**src/rtl/mem_access_unit_if.sv**
```systemverilog
// CPU-side request/response bundle for the load/store unit.
// Request side is a valid/ready handshake; response is a one-cycle valid pulse.
// The master (CPU pipeline) drives req_* and consumes resp_*; the slave is the unit.
interface mem_access_unit_if #(
  parameter int TAG_WIDTH = 5
);
  logic                 req_valid;
  logic                 req_ready;
  logic                 req_we;
  logic [1:0]           req_size;
  logic                 req_unsigned;
  logic [31:0]          req_addr;
  logic [31:0]          req_wdata;
  logic [TAG_WIDTH-1:0] req_tag;
  logic                 resp_valid;
  logic [31:0]          resp_rdata;
  logic [TAG_WIDTH-1:0] resp_tag;
  logic                 resp_exc;

  modport master (
    output req_valid, req_we, req_size, req_unsigned, req_addr, req_wdata, req_tag,
    input  req_ready, resp_valid, resp_rdata, resp_tag, resp_exc
  );

  modport slave (
    input  req_valid, req_we, req_size, req_unsigned, req_addr, req_wdata, req_tag,
    output req_ready, resp_valid, resp_rdata, resp_tag, resp_exc
  );
endinterface

```
**src/rtl/mem_access_unit.sv**
```systemverilog
// Load/store front end: byte-lane enables, lane-replicated store data, extended load data.
// Latency accept->resp_valid: store 2 edges, load 3 edges (misaligned exception 2 edges).
// Backpressure: req_ready only in IDLE, one op in flight; MAU_MISALIGN_EXC_EN enables misalign exceptions.
module mem_access_unit #(
  parameter int TAG_WIDTH = 5
) (
  input  logic                clk,
  input  logic                rst,
  mem_access_unit_if.slave    cpu,
  output logic                mem_we,
  output logic [31:0]         mem_addr,
  output logic [3:0]          mem_wdata_sel,
  output logic [31:0]         mem_wdata,
  input  logic [31:0]         mem_rdata
);

  typedef enum logic [1:0] {
    IDLE  = 2'd0,
    ISSUE = 2'd1,
    RDATA = 2'd2
  } state_e;

  state_e               state_q, state_d;
  logic [31:0]          mem_addr_q, mem_addr_d;
  logic [31:0]          mem_wdata_q, mem_wdata_d;
  logic [3:0]           sel_q, sel_d;
  logic [1:0]           size_q, size_d;
  logic                 uns_q, uns_d;
  logic                 we_q, we_d;
  logic                 exc_q, exc_d;
  logic [TAG_WIDTH-1:0] tag_q, tag_d;
  logic                 resp_valid_q, resp_valid_d;
  logic [31:0]          resp_rdata_q, resp_rdata_d;
  logic [TAG_WIDTH-1:0] resp_tag_q, resp_tag_d;
  logic                 resp_exc_q, resp_exc_d;

  logic [31:0]          req_addr_al;
  logic                 req_misalign;
  logic [3:0]           req_sel;
  logic [31:0]          req_wdata_rep;
  logic [31:0]          ld_shift;
  logic [31:0]          ld_data;
  logic                 store_issue;

  // Decode the incoming request: alignment, misalign flag, lane enables, replicated data.
  always_comb begin
    req_addr_al   = cpu.req_addr;
    req_misalign  = 1'b0;
    req_sel       = 4'b1111;
    req_wdata_rep = cpu.req_wdata;
`ifdef MAU_MISALIGN_EXC_EN
    if (cpu.req_size == 2'b01) begin
      req_misalign = cpu.req_addr[0];
    end else if (cpu.req_size[1]) begin
      req_misalign = |cpu.req_addr[1:0];
    end
`else
    // Without exceptions the low address bits are simply forced aligned.
    if (cpu.req_size == 2'b01) begin
      req_addr_al[0] = 1'b0;
    end else if (cpu.req_size[1]) begin
      req_addr_al[1:0] = 2'b00;
    end
`endif
    case (cpu.req_size)
      2'b00: begin
        req_sel       = 4'b0001 << req_addr_al[1:0];
        req_wdata_rep = {4{cpu.req_wdata[7:0]}};
      end
      2'b01: begin
        req_sel       = req_addr_al[1] ? 4'b1100 : 4'b0011;
        req_wdata_rep = {2{cpu.req_wdata[15:0]}};
      end
      default: begin
        req_sel       = 4'b1111;
        req_wdata_rep = cpu.req_wdata;
      end
    endcase
  end

  // Extract and extend the addressed lane from the registered memory read data.
  always_comb begin
    ld_shift = mem_rdata >> {mem_addr_q[1:0], 3'b000};
    ld_data  = ld_shift;
    if (size_q == 2'b00) begin
      ld_data = uns_q ? {24'h0, ld_shift[7:0]} : {{24{ld_shift[7]}}, ld_shift[7:0]};
    end else if (size_q == 2'b01) begin
      ld_data = uns_q ? {16'h0, ld_shift[15:0]} : {{16{ld_shift[15]}}, ld_shift[15:0]};
    end
  end

  // Next-state and response logic for the IDLE -> ISSUE -> (RDATA) -> IDLE sequence.
  always_comb begin
    state_d      = state_q;
    mem_addr_d   = mem_addr_q;
    mem_wdata_d  = mem_wdata_q;
    sel_d        = sel_q;
    size_d       = size_q;
    uns_d        = uns_q;
    we_d         = we_q;
    exc_d        = exc_q;
    tag_d        = tag_q;
    resp_valid_d = 1'b0;
    resp_rdata_d = resp_rdata_q;
    resp_tag_d   = resp_tag_q;
    resp_exc_d   = resp_exc_q;
    case (state_q)
      IDLE: begin
        if (cpu.req_valid) begin
          state_d = ISSUE;
          size_d  = cpu.req_size;
          uns_d   = cpu.req_unsigned;
          we_d    = cpu.req_we;
          tag_d   = cpu.req_tag;
          exc_d   = req_misalign;
          // A misaligned op never reaches memory, so the memory bus keeps its last value.
          if (!req_misalign) begin
            mem_addr_d  = req_addr_al;
            mem_wdata_d = req_wdata_rep;
            sel_d       = req_sel;
          end
        end
      end
      ISSUE: begin
        if (exc_q || we_q) begin
          state_d      = IDLE;
          resp_valid_d = 1'b1;
          resp_rdata_d = 32'h0;
          resp_tag_d   = tag_q;
          resp_exc_d   = exc_q;
        end else begin
          state_d = RDATA;
        end
      end
      RDATA: begin
        state_d      = IDLE;
        resp_valid_d = 1'b1;
        resp_rdata_d = ld_data;
        resp_tag_d   = tag_q;
        resp_exc_d   = 1'b0;
      end
      default: state_d = IDLE;
    endcase
  end

  // State and request/response registers with synchronous reset.
  always_ff @(posedge clk) begin
    if (rst) begin
      state_q      <= IDLE;
      mem_addr_q   <= 32'h0;
      mem_wdata_q  <= 32'h0;
      sel_q        <= 4'h0;
      size_q       <= 2'b00;
      uns_q        <= 1'b0;
      we_q         <= 1'b0;
      exc_q        <= 1'b0;
      tag_q        <= '0;
      resp_valid_q <= 1'b0;
      resp_rdata_q <= 32'h0;
      resp_tag_q   <= '0;
      resp_exc_q   <= 1'b0;
    end else begin
      state_q      <= state_d;
      mem_addr_q   <= mem_addr_d;
      mem_wdata_q  <= mem_wdata_d;
      sel_q        <= sel_d;
      size_q       <= size_d;
      uns_q        <= uns_d;
      we_q         <= we_d;
      exc_q        <= exc_d;
      tag_q        <= tag_d;
      resp_valid_q <= resp_valid_d;
      resp_rdata_q <= resp_rdata_d;
      resp_tag_q   <= resp_tag_d;
      resp_exc_q   <= resp_exc_d;
    end
  end

  // Write strobes exist only in a real store's ISSUE cycle; rst masks them combinationally
  // so a reset landing on ISSUE can never commit a partial write.
  assign store_issue   = (state_q == ISSUE) & we_q & ~exc_q & ~rst;
  assign mem_we        = store_issue;
  assign mem_wdata_sel = store_issue ? sel_q : 4'h0;
  assign mem_addr      = mem_addr_q;
  assign mem_wdata     = mem_wdata_q;

  assign cpu.req_ready  = (state_q == IDLE);
  assign cpu.resp_valid = resp_valid_q;
  assign cpu.resp_rdata = resp_rdata_q;
  assign cpu.resp_tag   = resp_tag_q;
  assign cpu.resp_exc   = resp_exc_q;

endmodule
```
**src/flat_wrapper.sv**
```systemverilog
// flat-port wrapper written by rule: the top's interface ports become plain ports
module mem_access_unit_flat 
#(
  parameter int TAG_WIDTH = 5
)
  (clk, rst, mem_we, mem_addr, mem_wdata_sel, mem_wdata, mem_rdata, cpu_req_valid, cpu_req_we, cpu_req_size, cpu_req_unsigned, cpu_req_addr, cpu_req_wdata, cpu_req_tag, cpu_req_ready, cpu_resp_valid, cpu_resp_rdata, cpu_resp_tag, cpu_resp_exc);
  mem_access_unit_if #(.TAG_WIDTH(TAG_WIDTH)) cpu_i ();
  input  logic clk;
  input  logic rst;
  output logic mem_we;
  output logic [31:0] mem_addr;
  output logic [3:0] mem_wdata_sel;
  output logic [31:0] mem_wdata;
  input  logic [31:0] mem_rdata;
  input wire logic [$bits(cpu_i.req_valid)-1:0] cpu_req_valid;
  input wire logic [$bits(cpu_i.req_we)-1:0] cpu_req_we;
  input wire logic [$bits(cpu_i.req_size)-1:0] cpu_req_size;
  input wire logic [$bits(cpu_i.req_unsigned)-1:0] cpu_req_unsigned;
  input wire logic [$bits(cpu_i.req_addr)-1:0] cpu_req_addr;
  input wire logic [$bits(cpu_i.req_wdata)-1:0] cpu_req_wdata;
  input wire logic [$bits(cpu_i.req_tag)-1:0] cpu_req_tag;
  output wire logic [$bits(cpu_i.req_ready)-1:0] cpu_req_ready;
  output wire logic [$bits(cpu_i.resp_valid)-1:0] cpu_resp_valid;
  output wire logic [$bits(cpu_i.resp_rdata)-1:0] cpu_resp_rdata;
  output wire logic [$bits(cpu_i.resp_tag)-1:0] cpu_resp_tag;
  output wire logic [$bits(cpu_i.resp_exc)-1:0] cpu_resp_exc;
  assign cpu_i.req_valid = cpu_req_valid;
  assign cpu_i.req_we = cpu_req_we;
  assign cpu_i.req_size = cpu_req_size;
  assign cpu_i.req_unsigned = cpu_req_unsigned;
  assign cpu_i.req_addr = cpu_req_addr;
  assign cpu_i.req_wdata = cpu_req_wdata;
  assign cpu_i.req_tag = cpu_req_tag;
  assign cpu_req_ready = cpu_i.req_ready;
  assign cpu_resp_valid = cpu_i.resp_valid;
  assign cpu_resp_rdata = cpu_i.resp_rdata;
  assign cpu_resp_tag = cpu_i.resp_tag;
  assign cpu_resp_exc = cpu_i.resp_exc;
  mem_access_unit #(.TAG_WIDTH(TAG_WIDTH)) u_core (.clk(clk), .rst(rst), .cpu(cpu_i), .mem_we(mem_we), .mem_addr(mem_addr), .mem_wdata_sel(mem_wdata_sel), .mem_wdata(mem_wdata), .mem_rdata(mem_rdata));
endmodule
```
**config.mk**
```make
export PLATFORM = sky130hd
export DESIGN_NAME = mem_access_unit_flat
export DESIGN_NICKNAME = d
export VERILOG_FILES = /design/src/rtl/mem_access_unit_if.sv /design/src/rtl/mem_access_unit.sv /design/src/flat_wrapper.sv
export SDC_FILE = /design/constraint.sdc
export NUM_CORES = 1
export LEC_CHECK = 0
export BUFFER_PORTS_ARGS = -buffer_cell sky130_fd_sc_hd__buf_2
export CORE_MARGIN = 4
export CORE_UTILIZATION = 25
export DETAILED_ROUTE_END_ITERATION = 8
export PLACE_DENSITY = 0.52
export SLEW_MARGIN = 0
export SYNTH_ARGS = -nofsm -noshare
export SYNTH_HDL_FRONTEND = slang
export SYNTH_SLANG_ARGS = --single-unit
```
**constraint.sdc**
```tcl
create_clock -name clk -period 2.9 [get_ports clk]
set_input_delay 0.29 -clock clk [delete_from_list [all_inputs] [get_ports clk]]
set_output_delay 0.29 -clock clk [all_outputs]
set_load 0.02 [all_outputs]
```
-- Word level (Yosys, flattened, before mapping)
Index checks and enable logic that the tools add are counted.
- bits in registers: 118
- bits of input ports: 108
- shift-type cells: 2
- reduce and logical (&&, ||, !) cells: 6
- bitwise operators: 3
- muxes and demuxes: 22
- equal/unequal tests: 6
- operator list (cell ; count):
    2-to-1 mux 32 bit ; 5
    one-hot mux 32 bit (2 select lines) ; 2
    >> shifter 32 x 5 -> 32 bit ; 1
    one-hot mux 5 bit (2 select lines) ; 1
    2-to-1 mux 4 bit ; 2
    one-hot mux 4 bit (2 select lines) ; 1
    equality test 2 x 1 -> 1 bit (second input constant) ; 3
    logical NOT 2 bit ; 3
    2-to-1 mux 2 bit ; 3
    2-to-1 mux 5 bit ; 1
    2-to-1 mux 1 bit ; 4
    one-hot mux 1 bit (2 select lines) ; 2
    one-hot mux 2 bit (2 select lines) ; 1
    AND reduction 2 bit ; 2
    left shift 1 x 2 -> 4 bit (first input constant) ; 1
    AND 1 bit ; 2
    equality test 2 bit (second input constant) ; 1
    inequality test 2 x 1 -> 1 bit (second input constant) ; 1
    inequality test 2 bit (second input constant) ; 1
    nonzero test 2 bit ; 1
    NOT 1 bit ; 1

-- Logic depth before layout (Yosys ltp)
- word-level depth: 5
- mapped depth: 8

-- Worst setup path before layout
No wires, ideal clock.
- path type: register -> register
- start point: reg u_core.state_q[1]
- end point: reg u_core.resp_rdata_q[21] (netlist: u_core.cpu.resp_rdata[21])
- buffers on the path: 1
- arrival: 1.818 ns
- cell stages (with the launch flop): 8
- clock period less this slack: 1.878 ns
- slack: 1.022 ns
- cells stage by stage: dfxtp_1 > inv_1 > ha_1 > nor2b_4 > or3_4 > a2111oi_4 > buf_6 > a221o_2
- word-level cells in the longest chain between the ends: 3
- elaborated cells between the ends (all ways): 6
- classes of those cells: eq/ne: 3; mux: 1; reduce/logical: 2
- RTL lines (element ; line ; source):
    start: declaration ; mem_access_unit.sv:23 ; state_e state_q, state_d;
    start signal: assignment ; mem_access_unit.sv:163 ; state_q <= state_d;
    equality test 2 x 1 -> 1 bit / equality test 2 bit (equally long branches) ; mem_access_unit.sv:107 ; case (state_q)
    inequality test 2 x 1 -> 1 bit (no line) / nonzero test 2 bit (equally long branches) ; n/a ;
    AND reduction 2 bit (no line) ; n/a ;
    end signal: assignment ; mem_access_unit.sv:173 ; resp_rdata_q <= resp_rdata_d;
    end: declaration ; mem_access_unit.sv:33 ; logic [31:0] resp_rdata_q, resp_rdata_d;
Several ways; a longest one is shown, not always the timed one.
A chain may end at the register's enable or synchronous reset.

-- Worst setup path after layout
- start point: reg u_core.state_q[1]
- end point: reg u_core.resp_rdata_q[19] (netlist: u_core.cpu.resp_rdata[19])
The elaborated chain is that of the path after synthesis.

==> metrics <==
compound-cell area share of the yosys netlist 0.208; dominant combinational cell family by area after synthesis compound AO/OA/AOI/OAI gates; Post-Syn Area 4980 um2; length of routed wiring on met1 between 7 and 8 mm; kind of path behind the tightest hold check in2reg; largest net degree at the start of global routing 72; DR pass1 iterations 4; leakage power 3.11 nW; number of buffer cells added on primary ports about 220; switching power of the nets 1.34 mW; Main synth FF type sky130_fd_sc_hd__dfxtp_1; crit-path max cell delay between 800 and 900 ps; DRT antenna net count 0; root buf cell sky130_fd_sc_hd__clkbuf_16; count of final setup violators 0; ANT cells 0; endpoints failing hold 0; Worst-Skew Late Latency 410 ps; crit path kind reg2reg; per-instance average area after synthesis 9.06 um2; synthesized-area fraction occupied by and/or/nand/nor cells 0.148; clock tree sinks 117; element type at the critical path start flip-flop; CTS tree built; Max Freq approximately 440 MHz; WL met3 roughly 1.6 mm; antenna violations before repair 1; peak fanout along the critical path 16; combinational group share of total power 0.160; width of the chip 149 um; Die Outline Area 22300 um2; Design Area, Final 6880 um2; cell-internal power 3.31 mW; sum of overflow across all layers after global routing 0; fraction of synthesis flops using an asynchronous set or reset pin 0; initial cell density of the core 0.255; fin crit share 0.790; total of warnings raised by yosys 0; post-synthesis xor/xnor area fraction 0.00176; library cell contributing the largest single delay on the critical path sky130_fd_sc_hd__a2111oi_4; sort of element at the end of the critical path flip-flop; wire length on met2 7.73 mm; worst-case clock buffer depth 2; post-CTS sizing 0; fraction of the yosys area taken by sequential cells 0.470; first-pass GRT wire length 26.7 mm; hold-fix buffer count after cts 0; shortest period the worst path allows 2290 ps; Die Height 149 um; DPL Wire Length ~12 mm; fraction of final layout cells sized beyond drive strength 1 0.394; Layout Nets 864; Ports 217; largest cells by area after synthesis sky130_fd_sc_hd__dfxtp_1 47%, sky130_fd_sc_hd__nand2_1 9.3%, sky130_fd_sc_hd__a21oi_1 6.8%, sky130_fd_sc_hd__mux2i_1 5.6%, sky130_fd_sc_hd__a221o_2 3.6%; post-detailed-route DRC marker count 0; GRT Overall Usage 0.154; cell area reported after detailed placement 6280 um2; count of flip-flops with a built-in enable after synthesis 0; # Post-CTS Setup Buffers 0; Yosys cell types 42; Peak supply drop 0.000442 V; instance count of the mapped netlist 550; power density over the cells just under 700 nW/um2; via count of the first global-routing pass 4672; highest metal used met5; Critical Path RT about 3300 ps; Num CTS Buffers 17; wire length per cell 16.7 um; setup total negative slack 0 ps; library cell with the largest summed area after synthesis sky130_fd_sc_hd__dfxtp_1; switching part of the total power 0.288; part of the power in registers 0.381; CTS H-tree lvls 4; Max Clock Skew around 8 ps; data arrival time of the critical path 2650 ps; drt via density 4.60; register clock-pin slew on the reported worst setup and hold paths about 60 ps; share of total power in the clock network 0.459; worst slew pin tran 924 ps; RD Place Congestion 0.760; synth-to-layout area growth 38.1%; wirelength, routed 17.2 mm; Synth top area share 0.470; number of core rows 51; RSZ-0062 raised after global routing no; outcome finished, final reports clean; adder-cell area share of the yosys netlist 0.00753; multiplexer share of the synthesized area 0.115; Slew Limit Fails 0; worst max-slew margin expressed relative to the limit 0.384; count of vias placed by the detailed router 4742; Mapped Nets between 600 and 700; flip-flop and latch count after synthesis 117; Core Footprint ~20000 um2; max-capacitance violation count 0; violation count after the first detailed-route iteration 186; cells along the critical path inv_1 -> ha_1 -> nor2b_4 -> or3_4 -> a2111oi_4 -> a221o_2
==> critical path: cells and delay by family (launching register included) <==
kind | cells | cell delay [ps]
simple gates | 2 | 500
buf+inv | 1 | 70
fa+ha+maj | 1 | 230
flops | 1 | 350
compound gates | 2 | 1090
==> final cells by class <==
class	count	area (um2)
clock buffer	19	453
clock inverter	13	146
fill	2086	12600
inverter	8	30.0
multi-input combinational	383	2410
sequential	117	2340
tap	265	332
timing repair buffer	226	1170
==> cell families after synthesis <==
family | count (synthesis)
other cells | 1
fa+ha+maj | 3
buf+inv | 50
simple gates | 180
xor+xnor | 1
mux | 46
flops | 117
compound gates | 152
==> power by group through the flow <==
stage	Combinational, mW	Clock [mW]	Sequential (mW)
5_1_grt	0.824	2.27	1.78
2_1_floorplan	0.358	0	1.91
6_report	0.745	2.13	1.77
3_3_place_gp	0.758	0	1.80
4_1_cts	0.761	2.18	1.77
3_5_place_dp	0.759	0	1.81
==> worst paths after layout <==
| path | start | endpoint | slack (ps) | depth (start not counted) |
|---|---|---|---|---|
| worst max-delay path | u_core.state_q[1] | u_core.cpu.resp_rdata[19] | 610 | 6 |
| worst max register to register | u_core.state_q[1] | u_core.cpu.resp_rdata[19] | 610 | 6 |
| worst min-delay path | cpu_req_addr[29] | u_core.mem_addr[29] | 110 | 3 |
| worst min register to register | u_core.mem_wdata[7] | u_core.mem_wdata[7] | 450 | 2 |
==> layer usage <==
layer / vias to the layer above / GRT usage
met2: 193 / 0.235
met5: - / 0
met4: 2 / 0.0462
met1: 2185 / 0.201
li1: 2346 / -
met3: 16 / 0.0596
==> Yosys cell counts, types with 3 or more instances <==
| library cell | n |
|---|---|
| sky130_fd_sc_hd__ha_1 | 3 |
| sky130_fd_sc_hd__a22oi_1 | 9 |
| sky130_fd_sc_hd__a311oi_1 | 10 |
| sky130_fd_sc_hd__mux2_2 | 10 |
| sky130_fd_sc_hd__nand2_1 | 124 |
| sky130_fd_sc_hd__a221o_2 | 16 |
| sky130_fd_sc_hd__mux4_2 | 8 |
| sky130_fd_sc_hd__o211ai_1 | 8 |
| sky130_fd_sc_hd__dfxtp_1 | 117 |
| sky130_fd_sc_hd__nand2b_1 | 3 |
| sky130_fd_sc_hd__a21oi_1 | 68 |
| sky130_fd_sc_hd__a22o_1 | 8 |
| sky130_fd_sc_hd__o21ai_0 | 17 |
| sky130_fd_sc_hd__inv_1 | 6 |
| sky130_fd_sc_hd__mux2i_1 | 28 |
| sky130_fd_sc_hd__a211oi_1 | 10 |
| sky130_fd_sc_hd__clkbuf_1 | 33 |
| sky130_fd_sc_hd__buf_6 | 4 |
| sky130_fd_sc_hd__nor2_1 | 39 |
| sky130_fd_sc_hd__and2_1 | 4 |
==> registers in the layout (all words and copies together), names as in the netlist <==
name                   flops
u_core.cpu.resp_valid      1
u_core.mem_wdata          32
u_core.cpu.resp_tag        5
u_core.mem_addr           32
u_core.size_q              2
u_core.uns_q               1
u_core.state_q             2
u_core.tag_q               5
u_core.we_q                1
u_core.sel_q               4
u_core.cpu.resp_rdata     32
==> cells in the final DEF (no fill, tap or decap), types with 2 or more instances in the layout <==
| cell | instances |
|---|---|
| sky130_fd_sc_hd__buf_2 | 214 |
| sky130_fd_sc_hd__nand2_1 | 123 |
| sky130_fd_sc_hd__dfxtp_1 | 117 |
| sky130_fd_sc_hd__a21oi_1 | 68 |
| sky130_fd_sc_hd__nor2_1 | 38 |
| sky130_fd_sc_hd__mux2i_1 | 28 |
| sky130_fd_sc_hd__o21ai_0 | 17 |
| sky130_fd_sc_hd__clkbuf_16 | 17 |
| sky130_fd_sc_hd__a221o_2 | 16 |
| sky130_fd_sc_hd__buf_4 | 11 |
| sky130_fd_sc_hd__a311oi_1 | 10 |
| sky130_fd_sc_hd__a211oi_1 | 10 |
| sky130_fd_sc_hd__mux2_2 | 10 |
| sky130_fd_sc_hd__a22oi_1 | 9 |
| sky130_fd_sc_hd__mux4_2 | 8 |
| sky130_fd_sc_hd__o211ai_1 | 8 |
| sky130_fd_sc_hd__a22o_1 | 8 |
| sky130_fd_sc_hd__inv_1 | 6 |
| sky130_fd_sc_hd__clkinvlp_4 | 5 |
| sky130_fd_sc_hd__and2_1 | 4 |
| sky130_fd_sc_hd__inv_6 | 4 |
| sky130_fd_sc_hd__nand2b_1 | 3 |
| sky130_fd_sc_hd__ha_1 | 3 |
| sky130_fd_sc_hd__a31oi_1 | 2 |
| sky130_fd_sc_hd__bufinv_16 | 2 |
| sky130_fd_sc_hd__clkbuf_8 | 2 |
==> per-stage QoR <==
stage | hold WS [ps] | power, mW | instances | setup WS (ps) | utilization
CTS | 83.5 | 4.72 | 1031 | 613 | 0.353
floorplan | 426 | 2.26 | 550 | 1020 | -
global placement | 438 | 2.56 | 999 | 648 | 0.322
global route | 95.5 | 4.88 | 1031 | 500 | 0.353
detailed placement | 446 | 2.56 | 999 | 680 | 0.322
finish | 110 | 4.65 | 1031 | 610 | 0.353
Note: power is estimated with default switching activity, not from simulation.
